==> config.mk <==
export PLATFORM = sky130hd
export DESIGN_NAME = spi_frame_rx
export DESIGN_NICKNAME = d
export VERILOG_FILES = /design/src/rtl/spi_frame_rx.sv
export SDC_FILE = /design/constraint.sdc
export NUM_CORES = 1
export LEC_CHECK = 0
export CORE_ASPECT_RATIO = 0.5
export CORE_MARGIN = 5
export CORE_UTILIZATION = 60
export CTS_CLUSTER_SIZE = 10
export DETAILED_ROUTE_END_ITERATION = 8
export DONT_BUFFER_PORTS = 1
export MAX_ROUTING_LAYER = met4
export PLACE_DENSITY = 0.75
export REMOVE_ABC_BUFFERS = 1
export SETUP_SLACK_MARGIN = 0.4
export SLEW_MARGIN = 0
export SYNTH_ARGS = -nofsm -noshare
export SYNTH_HDL_FRONTEND = slang
export SYNTH_SLANG_ARGS = --single-unit
==> constraint.sdc <==
create_clock -name clk -period 2.3 [get_ports clk]
set_input_delay 0.115 -clock clk [delete_from_list [all_inputs] [get_ports clk]]
set_output_delay 0.115 -clock clk [all_outputs]
set_load 0.02 [all_outputs]
==> src/rtl/spi_frame_rx.sv <==
// -----------------------------------------------------------------------------
// spi_frame_rx
//   SPI (mode 0, MSB first) frame receiver. Each chip-select window carries a
//   16-bit frame {rw, addr[6:0], data[7:0]}. Well-formed write frames addressed
//   at or below ADDR_MAX are queued in a 2-entry FIFO that feeds a register
//   bank through a valid/ready handshake. The SPI pins are treated as fully
//   asynchronous and are synchronized into the clk domain before use.
//
// Optional feature:
//   SPI_OVERRUN_CNT_EN - adds ovr_count, a saturating count of frame_err and
//                        overrun events.
//
// Parameters:
//   SYNC_STAGES  flip-flops per input synchronizer (2 or 3)
//   ADDR_MAX     highest register address accepted
//
// Ports:
//   clk        system clock, all state on the rising edge
//   rst        asynchronous active-high reset
//   sclk       SPI clock (mode 0)
//   copi       SPI data, MSB first
//   ncs        SPI chip select, active-low
//   wr_valid   a write is available at the FIFO head
//   wr_ready   downstream accepts the head entry
//   wr_addr    address of the head entry
//   wr_data    data of the head entry
//   frame_err  one-cycle pulse when a frame is discarded
//   overrun    one-cycle pulse when a valid frame is dropped on a full FIFO
//   ovr_count  (SPI_OVERRUN_CNT_EN only) saturating error/overrun count
// -----------------------------------------------------------------------------
module spi_frame_rx #(
    parameter int         SYNC_STAGES = 2,
    parameter logic [6:0] ADDR_MAX    = 7'h04
) (
    input  logic       clk,
    input  logic       rst,
    input  logic       sclk,
    input  logic       copi,
    input  logic       ncs,
    output logic       wr_valid,
    input  logic       wr_ready,
    output logic [6:0] wr_addr,
    output logic [7:0] wr_data,
    output logic       frame_err,
    output logic       overrun
`ifdef SPI_OVERRUN_CNT_EN
    ,
    output logic [7:0] ovr_count
`endif
);

    localparam int LIVE_W = SYNC_STAGES + 1;

    typedef enum logic [1:0] {
        IDLE   = 2'd0,
        SHIFT  = 2'd1,
        COMMIT = 2'd2
    } state_t;

    function automatic logic [4:0] bit_cnt_inc(input logic [4:0] c);
        return (c >= 5'd17) ? 5'd17 : c + 5'd1;
    endfunction

    function automatic logic [7:0] sat_inc8(input logic [7:0] c);
        return (c == 8'hFF) ? 8'hFF : c + 8'd1;
    endfunction

    // Stage p0: synchronizer chains; stage p1: edge-detect registers
    logic [SYNC_STAGES-1:0] sclk_p0, copi_p0, ncs_p0;
    logic                   sclk_p1, ncs_p1;
    // Fills with ones after reset; once full, both ncs_p0's output and ncs_p1
    // hold genuinely sampled values, so a low ncs on leaving reset cannot
    // masquerade as a falling edge against the reset value.
    logic [LIVE_W-1:0]      live;

    logic sclk_s, copi_s, ncs_s;
    logic sclk_rise, ncs_fall, ncs_rise;

    assign sclk_s    = sclk_p0[SYNC_STAGES-1];
    assign copi_s    = copi_p0[SYNC_STAGES-1];
    assign ncs_s     = ncs_p0[SYNC_STAGES-1];
    assign sclk_rise = sclk_s & ~sclk_p1;
    assign ncs_fall  = live[LIVE_W-1] & ncs_p1 & ~ncs_s;
    assign ncs_rise  = ncs_s & ~ncs_p1;

    always_ff @(posedge clk or posedge rst) begin
        if (rst) begin
            sclk_p0 <= '0;
            copi_p0 <= '0;
            ncs_p0  <= '1;
            sclk_p1 <= 1'b0;
            ncs_p1  <= 1'b1;
            live    <= '0;
        end else begin
            sclk_p0 <= {sclk_p0[SYNC_STAGES-2:0], sclk};
            copi_p0 <= {copi_p0[SYNC_STAGES-2:0], copi};
            ncs_p0  <= {ncs_p0[SYNC_STAGES-2:0], ncs};
            sclk_p1 <= sclk_s;
            ncs_p1  <= ncs_s;
            live    <= {live[LIVE_W-2:0], 1'b1};
        end
    end

    // Frame assembly and commit decision
    state_t      state;
    logic [15:0] shreg;
    logic [4:0]  bit_cnt;

    logic [1:0]  fifo_cnt;
    logic        wr_ptr, rd_ptr;
    logic [14:0] fifo_mem [2];

    logic frame_ok, push, pop, push_ok;

    assign frame_ok = (bit_cnt == 5'd16) && shreg[15] && (shreg[14:8] <= ADDR_MAX);
    assign push     = (state == COMMIT) && frame_ok;
    assign pop      = wr_valid && wr_ready;
    // A pop on the same edge frees a slot, so a full FIFO still takes the push.
    assign push_ok  = push && ((fifo_cnt != 2'd2) || pop);

`ifdef SPI_OVERRUN_CNT_EN
    always_ff @(posedge clk or posedge rst) begin
        if (rst) begin
            ovr_count <= 8'h00;
        end else if ((state == COMMIT) && (!frame_ok || !push_ok)) begin
            ovr_count <= sat_inc8(ovr_count);
        end
    end
`endif

    always_ff @(posedge clk or posedge rst) begin
        if (rst) begin
            state     <= IDLE;
            shreg     <= 16'h0000;
            bit_cnt   <= 5'd0;
            frame_err <= 1'b0;
            overrun   <= 1'b0;
        end else begin
            frame_err <= 1'b0;
            overrun   <= 1'b0;
            case (state)
                IDLE: begin
                    if (ncs_fall) begin
                        state   <= SHIFT;
                        shreg   <= 16'h0000;
                        bit_cnt <= 5'd0;
                    end
                end
                SHIFT: begin
                    if (ncs_rise) begin
                        state <= COMMIT;
                    end else if (sclk_rise) begin
                        shreg   <= {shreg[14:0], copi_s};
                        bit_cnt <= bit_cnt_inc(bit_cnt);
                    end
                end
                COMMIT: begin
                    state     <= IDLE;
                    frame_err <= !frame_ok;
                    overrun   <= push && !push_ok;
                end
                default: state <= IDLE;
            endcase
        end
    end

    // Stage boundary: 2-entry FIFO toward the register bank
    always_ff @(posedge clk or posedge rst) begin
        if (rst) begin
            fifo_cnt    <= 2'd0;
            wr_ptr      <= 1'b0;
            rd_ptr      <= 1'b0;
            fifo_mem[0] <= 15'h0000;
            fifo_mem[1] <= 15'h0000;
        end else begin
            if (push_ok) begin
                fifo_mem[wr_ptr] <= shreg[14:0];
                wr_ptr           <= ~wr_ptr;
            end
            if (pop) begin
                rd_ptr <= ~rd_ptr;
            end
            case ({push_ok, pop})
                2'b10:   fifo_cnt <= fifo_cnt + 2'd1;
                2'b01:   fifo_cnt <= fifo_cnt - 2'd1;
                default: fifo_cnt <= fifo_cnt;
            endcase
        end
    end

    assign wr_valid = (fifo_cnt != 2'd0);
    assign wr_addr  = fifo_mem[rd_ptr][14:8];
    assign wr_data  = fifo_mem[rd_ptr][7:0];

endmodule

==> impl_metrics.prom <==
# TYPE chip_impl_metric gauge
chip_impl_metric{name="drt_via_density",unit=""} 5.756
chip_impl_metric{name="finalMaxSlewViolations",unit=""} 0
chip_impl_metric{name="finalSetupViolCount",unit=""} 0
chip_impl_metric{name="dr.pass1.iters",unit=""} 4
chip_impl_metric{name="wire_length_of_the_first_global_routing_pass",unit="µm"} 8901
chip_impl_metric{name="final_design_area_no_fill",unit="µm²"} 3513
chip_impl_metric{name="worst_hold_path.num_cells",unit=""} 2
chip_impl_metric{name="tightestPinTransition",unit="ps"} 757.9
chip_impl_info{name="critical-path-top-cell-by-count",value="buf_4"} 1
chip_impl_metric{name="post-route-min-period",unit="ps"} 1989
chip_impl_metric{name="finalNetCount",unit=""} 250
chip_impl_metric{name="die_height",unit="µm"} 58.96
chip_impl_metric{name="synthToLayoutAreaGrowth",unit="%"} 22.14
chip_impl_metric{name="cts-buffers-inserted",unit=""} 9
chip_impl_info{name="path_cells",value="inv_2, buf_4, buf_4, buf_4, buf_4, buf_6, ha_4, nor3_4, a41oi_2, nor2_2, a221o_1"} 1
chip_impl_metric{name="synth.yosys.seq_area_share",unit="%"} 61.03
chip_impl_info{name="critical-path-top-delay-family",value="buffers and inverters"} 1
chip_impl_info{name="worst_hold_startpoint",value="wr_ready"} 1
chip_impl_metric{name="gp_routability_congestion",unit=""} 0.7612
chip_impl_metric{name="vdd.ir_drop.worst",unit="mV"} 0.7157
chip_impl_metric{name="timing.critical_path.fanout_max",unit=""} 3
chip_impl_metric{name="critPathMaxStageDelay",unit="ps"} 380
chip_impl_metric{name="fmax",unit="GHz"} 0.5027
chip_impl_metric{name="maxSlewHeadroom",unit="%"} 49.47
chip_impl_metric{name="yosys_warnings",unit=""} 0
chip_impl_metric{name="place_hpwl",unit="µm"} 3273
chip_impl_info{name="tritoncts",value="done"} 1
chip_impl_metric{name="synth.distinct_cells",unit=""} 41
chip_impl_metric{name="detailroute.via_count",unit=""} 1790
chip_impl_metric{name="timing.final.ws_setup",unit="ps"} 310.7
chip_impl_metric{name="worstRegToRegCells",unit=""} 11
chip_impl_metric{name="synth-edff-count",unit=""} 0
chip_impl_metric{name="finalWirelength",unit="µm"} 5624
chip_impl_metric{name="initial_core_util",unit="%"} 63.79
chip_impl_metric{name="floorplan.io_pins",unit=""} 24
chip_impl_metric{name="total_leakage_power",unit="nW"} 1.711
chip_impl_info{name="grt_setup_unrepaired",value="true"} 1
chip_impl_metric{name="critical_path_cell_count",unit=""} 11
chip_impl_metric{name="core.rowCount",unit=""} 17
chip_impl_info{name="critical_path.reg2reg.startpoint",value="bit_cnt[1]"} 1
chip_impl_metric{name="cts.clk_slew.worst_paths",unit="ps"} 80
chip_impl_info{name="cp-end-kind",value="flop"} 1
chip_impl_metric{name="avgRoutedWirePerCell",unit="µm"} 18.08
chip_impl_info{name="min-delay-path-class",value="in2reg"} 1
chip_impl_metric{name="globalRoute.totalOverflow",unit=""} 0
chip_impl_info{name="path_class",value="reg2reg"} 1
chip_impl_metric{name="critPathRequiredTime",unit="ps"} 2580
chip_impl_metric{name="synthArstFlopShare",unit="%"} 100.0
chip_impl_metric{name="clkLatencyLatePin",unit="ps"} 350
chip_impl_metric{name="die_x",unit="µm"} 107.9
chip_impl_metric{name="placedInstanceArea",unit="µm²"} 2969
chip_impl_metric{name="placement.setup.worst_slack",unit="ps"} 216.6
chip_impl_metric{name="drive_above_1_share",unit="%"} 42.86
chip_impl_metric{name="gr-usage-all-layers",unit="%"} 19.28
chip_impl_metric{name="drc_marker_count_from_the_first_detailed_route_iteration",unit=""} 117
chip_impl_info{name="critical_path.startpoint_type",value="flop"} 1
chip_impl_metric{name="synth-seq-cells",unit=""} 70
chip_impl_info{name="cp_slowest_cell",value="dfrtp_1"} 1
chip_impl_metric{name="htree_num_levels",unit=""} 3
chip_impl_info{name="synth_ff_type",value="dfrtp_1"} 1
chip_impl_metric{name="antennaDiodeCount",unit=""} 0
chip_impl_metric{name="syn-cell-area",unit="µm²"} 2877
chip_impl_metric{name="final_util",unit="%"} 77.91
chip_impl_metric{name="tns",unit="ps"} 0
chip_impl_metric{name="reg2reg_setup_slack",unit="ps"} 310
chip_impl_metric{name="drc_violations_left",unit=""} 0
chip_impl_metric{name="dieArea",unit="µm²"} 6363
chip_impl_metric{name="cp.arrival",unit="ps"} 2270
chip_impl_info{name="min_delay_worst_endpoint",value="rd_ptr"} 1
chip_impl_metric{name="coreArea",unit="µm²"} 4509
chip_impl_info{name="result_of_the_run",value="completed"} 1
chip_impl_metric{name="p_per_area",unit="nW/µm²"} 897.2
chip_impl_metric{name="grt_antenna_before_repair",unit=""} 0
chip_impl_metric{name="synth_instances",unit=""} 209
chip_impl_metric{name="maxCapViolations",unit=""} 0
chip_impl_metric{name="finalCritPeriodShare",unit="%"} 86.49
chip_impl_metric{name="clock-sinks",unit=""} 70
chip_impl_metric{name="synth.avg_cell_area",unit="µm²"} 13.76
chip_impl_info{name="timing.critical_path.from",value="bit_cnt[1]"} 1
chip_impl_info{name="cts_root_buf",value="clkbuf_8"} 1
chip_impl_info{name="rr_endpoint",value="bit_cnt[3]"} 1
chip_impl_metric{name="critical_path_buf_inv_count",unit=""} 6
chip_impl_metric{name="pin_count_of_the_biggest_net_entering_global_routing",unit=""} 29
chip_impl_metric{name="route.antenna.remaining_nets",unit=""} 0
chip_impl_metric{name="timing.clock.skew",unit="ps"} 10.97
chip_impl_metric{name="clock_tree.buffer_depth",unit=""} 2
chip_impl_metric{name="hold_viol",unit=""} 0
chip_impl_metric{name="grt_pass1_vias",unit=""} 1837
chip_impl_metric{name="numPortBuffers",unit=""} 0
==> worst max-delay path by stage <==
stage	to	slack, ps
3_5_place_dp	fifo_mem[16]	220
6_report	bit_cnt[3]	310
2_1_floorplan	bit_cnt[3]	10
4_1_cts	fifo_cnt[1]	350
5_1_grt	bit_cnt[3]	260
3_3_place_gp	fifo_cnt[1]	270
==> flip-flops by register name (all words and copies together) (netlist names) <==
register,flops
bit_cnt,5
copi_p0,2
fifo_cnt,2
fifo_mem,30
frame_err,1
live,3
ncs_p0,2
ncs_p1,1
overrun,1
rd_ptr,1
sclk_p0,2
sclk_p1,1
shreg,16
state,2
wr_ptr,1
==> cell families (layout without fill, tap and decap cells) <==
family / Yosys count / in the layout / synth area share, %
AND/OR/NAND/NOR: 53 / 53 / 10.96
AO/OA/AOI/OAI: 28 / 28 / 7.221
adder cells (fa/ha/maj): 4 / 4 / 1.740
multiplexers: 37 / 37 / 15.14
flip-flops: 70 / 70 / 61.03
XOR/XNOR: 4 / 4 / 1.218
buffers and inverters: 12 / 48 / 2.566
other: 1 / 1 / 0.1304
==> per-stage QoR <==
stage	total power [mW]	instances	hold slack (ps)
after floorplan	1.643	200	119.5
after global placement	1.721	274	98.11
after detailed placement	1.743	274	116.5
after CTS	3.081	309	21.24
after global routing	3.274	311	40.38
final	3.152	311	32.11
==> cells in the mapped netlist, types with 2 or more instances <==
cell type	instances	area, µm²
dfrtp_1	67	1677
mux2_2	32	360.4
a22o_1	14	122.6
nand2_1	12	45.04
nor2_1	8	30.03
nor2b_1	8	50.05
o21ai_0	7	35.03
clkbuf_1	5	18.77
mux2_4	5	75.07
and2_2	4	30.03
ha_1	4	50.05
dfstp_2	3	78.83
inv_1	3	11.26
nor3b_1	3	22.52
a21oi_1	2	10.01
and4bb_2	2	25.02
nand4_1	2	12.51
nor3_1	2	10.01
or3_1	2	12.51
xnor2_1	2	17.52
xor2_1	2	17.52
==> layer usage <==
metal  wire length [µm]  up-vias  part of all wire [%]  GRT usage (%)
li1                   -      801                     -              -
met1               2499      914                    44          22.93
met2               2648       62                    47          31.36
met3                396       13                   7.0          8.324
met4                 78        0                   1.4          3.597
met5                  0        -                     0              -
==> where the power goes <==
group,internal [mW],switching (mW)
Clock,0.757,0.475
Combinational,0.280,0.220
Sequential,1.30,0.124
==> worst register-to-register path, cell delays in order, from the launching register on <==
cell	delay, ps
dfrtp_1	380
inv_2	70
buf_4	130
buf_4	120
buf_4	120
buf_4	120
buf_6	120
ha_4	160
nor3_4	200
a41oi_2	160
nor2_2	200
a221o_1	160
==> what timing repair did <==
item                       CTS  global route
setup buffers               14             2
setup endpoints to repair   28            32
hold buffers                 5             0
gates resized for setup      8            21
pin swaps                    5            12
hold endpoints to repair    30             0
==> final cells by class <==
class                           instances  area, µm²
Timing Repair Buffer                   29      276.5
Sequential cell                        70       1758
Multi-Input combinational cell        127       1131
Clock inverter                          6      116.4
Clock buffer                           10      137.6
Fill cell                             269      996.0
Tap cell                               66      82.58
Inverter                                3      11.26
==> placed cells by master, fill, tap and decap left out, drive strengths merged, types with 2 or more instances in the layout <==
| cell type | count |
|---|---|
| or3 | 2 |
| xor2 | 2 |
| bufinv | 3 |
| nand2 | 12 |
| nor2 | 8 |
| dfstp | 3 |
| buf | 24 |
| clkinv | 2 |
| nor2b | 8 |
| ha | 4 |
| inv | 4 |
| a21oi | 2 |
| and2 | 6 |
| and4bb | 2 |
| dlygate4sd3 | 5 |
| mux2 | 37 |
| nor3b | 3 |
| nand4 | 2 |
| nor3 | 2 |
| clkbuf | 10 |
| dfrtp | 67 |
| o21ai | 7 |
| a22o | 14 |
| xnor2 | 2 |
Power figures use the tool's default switching activity.
